===== src/rtl/draw_sequencer_if.sv =====
// ---------------------------------------------------------------------------
// draw_sequencer_if
//   Bundle of the pixel-engine handshakes and the VGA adapter pixel port that
//   surround the drawing sequencer.
//
//   Fillscreen engine : fs_start (to engine), fs_done, fs_x, fs_y, fs_colour,
//                       fs_plot (from engine)
//   Circle engine     : circ_start (to engine), circ_done, circ_x, circ_y,
//                       circ_colour, circ_plot (from engine)
//   VGA adapter       : vga_x, vga_y, vga_colour, vga_plot (to adapter)
//
//   master : the sequencer side (drives starts and the adapter port)
//   slave  : the engines/adapter side
// ---------------------------------------------------------------------------
interface draw_sequencer_if;
  logic       fs_start;
  logic       fs_done;
  logic [7:0] fs_x;
  logic [6:0] fs_y;
  logic [2:0] fs_colour;
  logic       fs_plot;

  logic       circ_start;
  logic       circ_done;
  logic [7:0] circ_x;
  logic [6:0] circ_y;
  logic [2:0] circ_colour;
  logic       circ_plot;

  logic [7:0] vga_x;
  logic [6:0] vga_y;
  logic [2:0] vga_colour;
  logic       vga_plot;

  modport master (
    output fs_start, circ_start,
    output vga_x, vga_y, vga_colour, vga_plot,
    input  fs_done, fs_x, fs_y, fs_colour, fs_plot,
    input  circ_done, circ_x, circ_y, circ_colour, circ_plot
  );

  modport slave (
    input  fs_start, circ_start,
    input  vga_x, vga_y, vga_colour, vga_plot,
    output fs_done, fs_x, fs_y, fs_colour, fs_plot,
    output circ_done, circ_x, circ_y, circ_colour, circ_plot
  );
endinterface


===== src/rtl/draw_sequencer.sv =====
// ---------------------------------------------------------------------------
// draw_sequencer
//   Drawing sequencer sitting directly upstream of the VGA adapter. A draw
//   request runs the fillscreen engine to completion, idles one cycle so the
//   fillscreen engine can drop its done, then runs the circle engine. The
//   active engine's pixel stream is muxed onto the adapter port with zero
//   latency; circle pixels outside the visible area are clipped by forcing
//   vga_plot low while the coordinates and colour are still passed through.
//
//   Parameters
//     SCREEN_W : visible columns; x >= SCREEN_W is clipped
//     SCREEN_H : visible rows;    y >= SCREEN_H is clipped
//     CNT_W    : width of the saturating pixel counter
//
//   Ports
//     clk         : system clock
//     rst_n       : asynchronous active-low reset
//     start       : draw request, sampled in IDLE only
//     done        : draw complete, held until start drops
//     pixel_count : number of vga_plot=1 cycles in the current/last draw
//     bus         : engine handshakes and adapter pixel port (master side)
// ---------------------------------------------------------------------------
module draw_sequencer #(
  parameter int SCREEN_W = 160,
  parameter int SCREEN_H = 120,
  parameter int CNT_W    = 15
) (
  input  logic              clk,
  input  logic              rst_n,
  input  logic              start,
  output logic              done,
  output logic [CNT_W-1:0]  pixel_count,
  draw_sequencer_if.master  bus
);

  localparam logic [7:0] X_LIM = 8'(SCREEN_W);
  localparam logic [6:0] Y_LIM = 7'(SCREEN_H);

  typedef enum logic [2:0] {
    S_IDLE,
    S_FILL,
    S_GAP,
    S_CIRC,
    S_DONE
  } state_t;

  state_t state_q;
  state_t state_d;

  logic             fs_start_c;
  logic             circ_start_c;
  logic             done_c;
  logic [7:0]       vga_x_c;
  logic [6:0]       vga_y_c;
  logic [2:0]       vga_colour_c;
  logic             vga_plot_c;
  logic [CNT_W-1:0] cnt_q;

  // Unsigned bounds test; the last visible column/row still passes.
  function automatic logic on_screen(input logic [7:0] x, input logic [6:0] y);
    return (x < X_LIM) && (y < Y_LIM);
  endfunction

  // Counter increment that sticks at all-ones instead of wrapping.
  function automatic logic [CNT_W-1:0] sat_inc(input logic [CNT_W-1:0] v);
    return (&v) ? v : v + CNT_W'(1);
  endfunction

  // ---- state register ----
  always_ff @(posedge clk or negedge rst_n) begin
    if (!rst_n) begin
      state_q <= S_IDLE;
    end else begin
      state_q <= state_d;
    end
  end

  // ---- next state, Moore starts/done, combinational pixel mux ----
  always_comb begin
    state_d      = state_q;
    fs_start_c   = 1'b0;
    circ_start_c = 1'b0;
    done_c       = 1'b0;
    vga_x_c      = '0;
    vga_y_c      = '0;
    vga_colour_c = '0;
    vga_plot_c   = 1'b0;

    case (state_q)
      S_IDLE: begin
        if (start) state_d = S_FILL;
      end
      S_FILL: begin
        fs_start_c   = 1'b1;
        vga_x_c      = bus.fs_x;
        vga_y_c      = bus.fs_y;
        vga_colour_c = bus.fs_colour;
        vga_plot_c   = bus.fs_plot;
        // circ_done arriving here is stray and deliberately not looked at.
        if (bus.fs_done) state_d = S_GAP;
      end
      S_GAP: begin
        // One dead cycle so the fillscreen engine sees fs_start low and
        // clears its done before the circle engine is launched.
        state_d = S_CIRC;
      end
      S_CIRC: begin
        circ_start_c = 1'b1;
        vga_x_c      = bus.circ_x;
        vga_y_c      = bus.circ_y;
        vga_colour_c = bus.circ_colour;
        vga_plot_c   = bus.circ_plot & on_screen(bus.circ_x, bus.circ_y);
        if (bus.circ_done) state_d = S_DONE;
      end
      S_DONE: begin
        done_c = 1'b1;
        if (!start) state_d = S_IDLE;
      end
      default: begin
        state_d = S_IDLE;
      end
    endcase
  end

  // ---- pixel counter: cleared on draw launch, holds after the draw ----
  always_ff @(posedge clk or negedge rst_n) begin
    if (!rst_n) begin
      cnt_q <= '0;
    end else if ((state_q == S_IDLE) && start) begin
      cnt_q <= '0;
    end else if (vga_plot_c) begin
      cnt_q <= sat_inc(cnt_q);
    end
  end

  assign done           = done_c;
  assign pixel_count    = cnt_q;
  assign bus.fs_start   = fs_start_c;
  assign bus.circ_start = circ_start_c;
  assign bus.vga_x      = vga_x_c;
  assign bus.vga_y      = vga_y_c;
  assign bus.vga_colour = vga_colour_c;
  assign bus.vga_plot   = vga_plot_c;

endmodule


===== src/flat_wrapper.sv =====
// flat-port wrapper written by rule: the top's interface ports become plain ports
module draw_sequencer_flat 
#(
  parameter int SCREEN_W = 160,
  parameter int SCREEN_H = 120,
  parameter int CNT_W    = 15
)
  (clk, rst_n, start, done, pixel_count, bus_fs_start, bus_circ_start, bus_vga_x, bus_vga_y, bus_vga_colour, bus_vga_plot, bus_fs_done, bus_fs_x, bus_fs_y, bus_fs_colour, bus_fs_plot, bus_circ_done, bus_circ_x, bus_circ_y, bus_circ_colour, bus_circ_plot);
  draw_sequencer_if bus_i ();
  input  logic clk;
  input  logic rst_n;
  input  logic start;
  output logic done;
  output logic [CNT_W-1:0] pixel_count;
  output wire logic [$bits(bus_i.fs_start)-1:0] bus_fs_start;
  output wire logic [$bits(bus_i.circ_start)-1:0] bus_circ_start;
  output wire logic [$bits(bus_i.vga_x)-1:0] bus_vga_x;
  output wire logic [$bits(bus_i.vga_y)-1:0] bus_vga_y;
  output wire logic [$bits(bus_i.vga_colour)-1:0] bus_vga_colour;
  output wire logic [$bits(bus_i.vga_plot)-1:0] bus_vga_plot;
  input wire logic [$bits(bus_i.fs_done)-1:0] bus_fs_done;
  input wire logic [$bits(bus_i.fs_x)-1:0] bus_fs_x;
  input wire logic [$bits(bus_i.fs_y)-1:0] bus_fs_y;
  input wire logic [$bits(bus_i.fs_colour)-1:0] bus_fs_colour;
  input wire logic [$bits(bus_i.fs_plot)-1:0] bus_fs_plot;
  input wire logic [$bits(bus_i.circ_done)-1:0] bus_circ_done;
  input wire logic [$bits(bus_i.circ_x)-1:0] bus_circ_x;
  input wire logic [$bits(bus_i.circ_y)-1:0] bus_circ_y;
  input wire logic [$bits(bus_i.circ_colour)-1:0] bus_circ_colour;
  input wire logic [$bits(bus_i.circ_plot)-1:0] bus_circ_plot;
  assign bus_fs_start = bus_i.fs_start;
  assign bus_circ_start = bus_i.circ_start;
  assign bus_vga_x = bus_i.vga_x;
  assign bus_vga_y = bus_i.vga_y;
  assign bus_vga_colour = bus_i.vga_colour;
  assign bus_vga_plot = bus_i.vga_plot;
  assign bus_i.fs_done = bus_fs_done;
  assign bus_i.fs_x = bus_fs_x;
  assign bus_i.fs_y = bus_fs_y;
  assign bus_i.fs_colour = bus_fs_colour;
  assign bus_i.fs_plot = bus_fs_plot;
  assign bus_i.circ_done = bus_circ_done;
  assign bus_i.circ_x = bus_circ_x;
  assign bus_i.circ_y = bus_circ_y;
  assign bus_i.circ_colour = bus_circ_colour;
  assign bus_i.circ_plot = bus_circ_plot;
  draw_sequencer #(.SCREEN_W(SCREEN_W), .SCREEN_H(SCREEN_H), .CNT_W(CNT_W)) u_core (.clk(clk), .rst_n(rst_n), .start(start), .done(done), .pixel_count(pixel_count), .bus(bus_i));
endmodule

===== config.mk =====
export PLATFORM = sky130hd
export DESIGN_NAME = draw_sequencer_flat
export DESIGN_NICKNAME = d
export VERILOG_FILES = /design/src/rtl/draw_sequencer_if.sv /design/src/rtl/draw_sequencer.sv /design/src/flat_wrapper.sv
export SDC_FILE = /design/constraint.sdc
export NUM_CORES = 1
export LEC_CHECK = 0
export CORE_MARGIN = 8
export CORE_UTILIZATION = 32
export DETAILED_ROUTE_END_ITERATION = 10
export GPL_ROUTABILITY_DRIVEN = 1
export HOLD_SLACK_MARGIN = 0.15
export MAX_ROUTING_LAYER = met4
export PLACE_DENSITY = 0.76
export SYNTH_ARGS = -nofsm -noshare
export SYNTH_HDL_FRONTEND = slang
export SYNTH_SLANG_ARGS = --single-unit

===== constraint.sdc =====
create_clock -name clk -period 1.95 [get_ports clk]
set_input_delay 0.39 -clock clk [delete_from_list [all_inputs] [get_ports clk]]
set_output_delay 0.39 -clock clk [all_outputs]
set_load 0.01 [all_outputs]

==> results.yml, run 1 <==
clocking:
  cts_tree: "built"
  cts_buffer_depth: 2
  htreeDepth: 1
  cts-root-buf: "clkbuf_8"
  cts.sinks: 18
  path_clk_slew_ps: 60
  clk_latency_ps: 240
  cts_hold_buf: 0
  cts_buffers: 3
yosys:
  synthCells: 134
  synth_area_leaders: "dfrtp_1 (38%), a22o_1 (13%), nand2_1 (5.0%)"
  synth_edf_count: 0
  synth_cell_type_count: 35
  synth_seq_cells: 18
  yosysTopAreaCell: "dfrtp_1"
  yosysWarnings: 0
  syn_nets: 178
  synth-main-ff-cell: "dfrtp_1"
  synth-seq-area-share_pct: 37.66
  synth_area_per_cell_sq_um: 8.926
  netlist_area_sq_mm: 0.001196
  async_reset_ff_share_pct: 100.0
  synth_top_area_share_pct: 37.66
sta:
  setup_viol: 1
  setup_ws_ps: -9.861
  fin_crit_ps: 1960
  report.final.slew_viol_count: 0
  fin_crit_sh_pct: 100.5
  rsz0062_at_grt: "true"
  clock_skew_ps: 1.297
  slew-limit-headroom_pct: 72.31
  timing.hold.ws_ps: 473.0
  fmax_mhz: 510.2
  worst_slew_pin_slew_ps: 411.9
  hold_viol: 0
worst_setup_path:
  crit_family: "simple AND/OR/NAND/NOR gates"
  worst_ep_required_time_ps: 2130
  cp_slowest_stage_delay_ps: 480
  arrival_ps: 2140
  path_cells: "and3b_2 > buf_6 > nand4_1 > a21o_4 > or4_4 > a21oi_2"
  crit_buf_inv: 1
  critPathSlowestCell: "or4_4"
  start_kind: "flop"
  crit_type: "flop to flop"
  cp-end-kind: "flop"
  worstPathMaxFanout: 5
final_layout:
  syn_to_final_growth_pct: 92.89
  fin_area_sq_mm: 0.002307
  n_antenna_cell: 0
  fill_cells: 325
  layout.nets: 285
  drive_gt1_share_pct: 30.13
  mostFrequentLayoutCell: "clkdlybuf4s50_1"
  postLayoutCoreUtil_pct: 63.50
  layout_common_cells: "clkdlybuf4s50_1 (57), buf_4 (26), a22o_1 (18), dfrtp_1 (18), clkbuf_2 (16)"
detailed_routing:
  routed_wl_mm: 4.929
  vias: 1503
  drc: 0
  drtIter0Drc: 73
  wire_per_inst_um: 17.17
  via_per_inst: 5.237
  detail-route-antenna-nets: 0
  first_pass_iters: 4
run:
  max-cap-violations: 0
power:
  leakage_nw: 1.003
  p_per_area_mw_per_mm2: 1050
  max-vdd-ir-drop_mv: 0.5414
worst_hold_path:
  hp-class: "input pin to async pin"
die:
  rows: 22
  fp.dieW_um: 77.14
  initial_core_util_pct: 32.92
  die_h_um: 77.14
  io_pins: 80
  die_area_sq_mm: 0.005951
  core_area_sq_mm: 0.003633
global_routing:
  first_global_vias: 1534
  grt_pass1_wl_mm: 7.707
  antenna_found_initial: 0
  grt_usage_pct: 16.06
  overflow: 0
  grt_max_degree: 19
placement:
  gp_congestion: 0.8237
  dp_hpwl_mm: 3.786
  io_buffers: 79
  place_area_sq_mm: 0.002197
status:
  status: "finished with violations"
  violations: "negative setup slack"
-- cell families (layout without fill, tap and decap cells) --
logic type	after synthesis	in the layout	synth area share [%]
simple gates	58	58	27.41
compound gates	42	43	25.63
flops	18	18	37.66
buf+inv	11	115	4.811
mux	4	4	3.452
fa+ha+maj	1	1	1.046
-- worst paths after layout --
path | start | cells after the start | endpoint | slack [ps]
worst min register to register | u_core.pixel_count[14] | 2 | u_core.pixel_count[14] | 550
worst min-delay path | rst_n | 2 | u_core.pixel_count[9] | 470
worst max-delay path | u_core.state_q[2] | 6 | u_core.pixel_count[9] | -10
worst max register to register | u_core.state_q[2] | 6 | u_core.pixel_count[9] | -10
max in group asynchronous | rst_n | 2 | u_core.pixel_count[1] | 1280
min in group clk | u_core.pixel_count[14] | 2 | u_core.pixel_count[14] | 550
-- layout make-up --
| type | instances | area (sq um) | share of cell area (%) |
|---|---|---|---|
| multi-input combinational | 106 | 774.5 | 33.57 |
| clock buffer | 3 | 41.29 | 1.790 |
| inverter | 2 | 7.507 | 0.3254 |
| tap | 48 | 60.06 | 2.603 |
| sequential | 18 | 450.4 | 19.52 |
| timing repair buffer | 110 | 973.4 | 42.19 |
-- Yosys cell counts (2+ instances only) --
cell and count:
mux2i_1 3, nor2_1 8, buf_4 2, dfrtp_1 18
nand4_1 7, o31ai_1 4, a22o_1 18, a21oi_1 9
nand3_1 8, or4_1 3, o41ai_1 2, nand2_1 16
nor3_1 2, o21ai_0 5, nand4b_1 3, inv_1 2
or3_1 2, clkbuf_1 5
-- flip-flops by register name, summed over array words and instances (netlist names) --
name,flops
u_core.state_q,3
u_core.pixel_count,15
-- where the power goes --
| part | internal, mW | switching, mW |
|---|---|---|
| Combinational | 0.909 | 0.793 |
| Sequential | 0.430 | 0.0440 |
| Clock | 0.137 | 0.109 |
| Total | 1.48 | 0.947 |
-- metrics by stage --
stage          cells  worst slack, ps  total power, mW  TNS [ps]
6_report         287           -9.861            2.422    -9.861
5_1_grt          287           -105.8            2.565    -618.8
4_1_cts          285           -13.33            2.459    -13.33
3_5_place_dp     277           -303.7            2.125     -2685
3_3_place_gp     277           -300.3            2.101     -2425
2_1_floorplan    134            9.345            1.213         0
-- repair_timing --
item,CTS,global route
pin swaps,2,13
resized for setup,51,34
setup buffers,4,1
gates cloned,1,1
endpoints found under the setup margin,27,29
-- routing by layer --
metal / GRT usage, % / routed length [um] / part of all wire, %
met5: - / 0 / 0
met4: 3.019 / 36 / 0.73
met3: 2.914 / 182 / 3.7
met2: 29.82 / 2852 / 58
met1: 17.33 / 1857 / 38
No activity file was read; power rests on OpenSTA's default activity.
==> run 2, diff against run 1 <==
--- a/config.mk
+++ b/config.mk
@@ -12,6 +12,7 @@
 export HOLD_SLACK_MARGIN = 0.15
 export MAX_ROUTING_LAYER = met4
 export PLACE_DENSITY = 0.76
+export REMOVE_ABC_BUFFERS = 1
 export SYNTH_ARGS = -nofsm -noshare
 export SYNTH_HDL_FRONTEND = slang
 export SYNTH_SLANG_ARGS = --single-unit
==> results.yml, run 2 (synthesis results as in run 1) <==
worst_setup_path:
  crit_buf_inv: 1
  crit_start: "u_core.state_q[2]"
  cp-end-kind: "flop"
  endpoint: "u_core.pixel_count[10]"
  worst-path-stages: 6
  cp_slowest_stage_delay_ps: 480
  crit_family: "simple AND/OR/NAND/NOR gates"
  critPathSlowestCell: "or4_4"
  reg2reg_from: "u_core.state_q[2]"
  arrival_ps: 2200
  ff2ff_setup_slack_ps: -60
  timing.rr.end: "u_core.pixel_count[10]"
  start_kind: "flop"
  reg2reg_depth: 6
  worstPathMaxFanout: 6
  path_cells: "and3b_2 > buf_6 > nand4_1 > a21o_4 > or4_4 > a21oi_2"
  crit_type: "flop to flop"
  worst_ep_required_time_ps: 2140
detailed_routing:
  wire_per_inst_um: 17.26
  routed_wl_mm: 4.954
  drtIter0Drc: 65
  detail-route-antenna-nets: 0
  via_per_inst: 5.282
  vias: 1516
  drc: 0
  first_pass_iters: 4
die:
  die_h_um: 77.14
  core_area_sq_mm: 0.003633
  die_area_sq_mm: 0.005951
  io_pins: 80
  initial_core_util_pct: 32.92
  fp.dieW_um: 77.14
  rows: 22
worst_hold_path:
  hp-class: "input pin to async pin"
final_layout:
  drive_gt1_share_pct: 29.71
  postLayoutCoreUtil_pct: 63.09
  mostFrequentLayoutCell: "clkdlybuf4s50_1"
  fin_area_sq_mm: 0.002292
  syn_to_final_growth_pct: 91.63
  layout.nets: 284
  layout_common_cells: "clkdlybuf4s50_1 (57), buf_4 (27), a22o_1 (18), dfrtp_1 (18), nand2_1 (16)"
  n_antenna_cell: 0
  largest_reg_flops: 15
  stdcell_count: 287
  fill_cells: 312
global_routing:
  first_global_vias: 1473
  overflow: 0
  antenna_found_initial: 0
  grt_usage_pct: 15.93
  grt_pass1_wl_mm: 7.576
  grt_max_degree: 19
clocking:
  cts_buffers: 3
  cts.sinks: 18
  cts-root-buf: "clkbuf_8"
  cts_tree: "built"
  htreeDepth: 1
  cts_buffer_depth: 2
  cts_hold_buf: 0
  path_clk_slew_ps: 70
  clk_latency_ps: 260
power:
  p_per_area_mw_per_mm2: 1035
  finalPower_mw: 2.373
  max-vdd-ir-drop_mv: 0.5294
  leakage_nw: 1.012
sta:
  timing.hold.ws_ps: 457.2
  setup_viol: 10
  fin_setup_tns_ps: -250.4
  clock_skew_ps: 6.495
  hold_viol: 0
  fin_crit_sh_pct: 103.3
  rsz0062_at_grt: "true"
  setup_ws_ps: -63.58
  fin_crit_ps: 2014
  report.final.slew_viol_count: 0
  slew-limit-headroom_pct: 77.35
  fmax_mhz: 496.6
  worst_slew_pin_slew_ps: 337.1
run:
  max-cap-violations: 0
placement:
  gp_congestion: 0.8547
  placedCellCount: 277
  io_buffers: 79
  place_area_sq_mm: 0.002197
  dp_slack_ps: -340.4
  dp_hpwl_mm: 3.712
status:
  status: "finished with violations"
  violations: "negative setup slack"
run 2: cell count changes in the layout (fill, tap and decap cells not counted), moves of 2 or more:
cell      delta
a21oi_2      +2
clkbuf_2    -11
buf_2       +11
a21oi_1      -2
run 2: layout make-up:
type                    count  area [sq um]  share of cell area [%]
repair buffers            109         937.1                   40.88
inverters                   2         7.507                  0.3275
well taps                  48         60.06                   2.620
flip-flops and latches     18         450.4                   19.65
multi-input cells         106         782.0                   34.12
clock buffers               4         55.05                   2.402
run 2: timing repair:
| item | CTS | global route |
|---|---|---|
| pin swaps | 1 | 11 |
| setup buffers | 2 | 4 |
| gates resized for setup | 71 | 27 |
| setup endpoints to repair | 26 | 28 |
| gates cloned | 1 | 1 |
run 2: power breakdown:
group	internal, mW	leakage [nW]	switching, mW
logic	0.811	0.739	0.775
clock network	0.180	0.0288	0.131
registers	0.429	0.244	0.0471
run 2: metal layers:
layer | vias to the layer above | track usage (%) | part of all wire (%)
met1 | 739 | 18.34 | 42
met2 | 37 | 27.21 | 54
met4 | 0 | 3.585 | 0.91
li1 | 734 | - | -
met3 | 6 | 3.846 | 3.5
met5 | - | - | 0
run 2: worst min-delay path by stage:
stage,start,to,slack (ps),cells after the start
4_1_cts,rst_n,u_core.pixel_count[14],470,2
6_report,rst_n,u_core.pixel_count[14],460,2
3_3_place_gp,u_core.pixel_count[14],u_core.pixel_count[14],520,2
5_1_grt,rst_n,u_core.pixel_count[7],480,2
2_1_floorplan,rst_n,u_core.pixel_count[0],90,0
3_5_place_dp,u_core.pixel_count[14],u_core.pixel_count[14],530,2
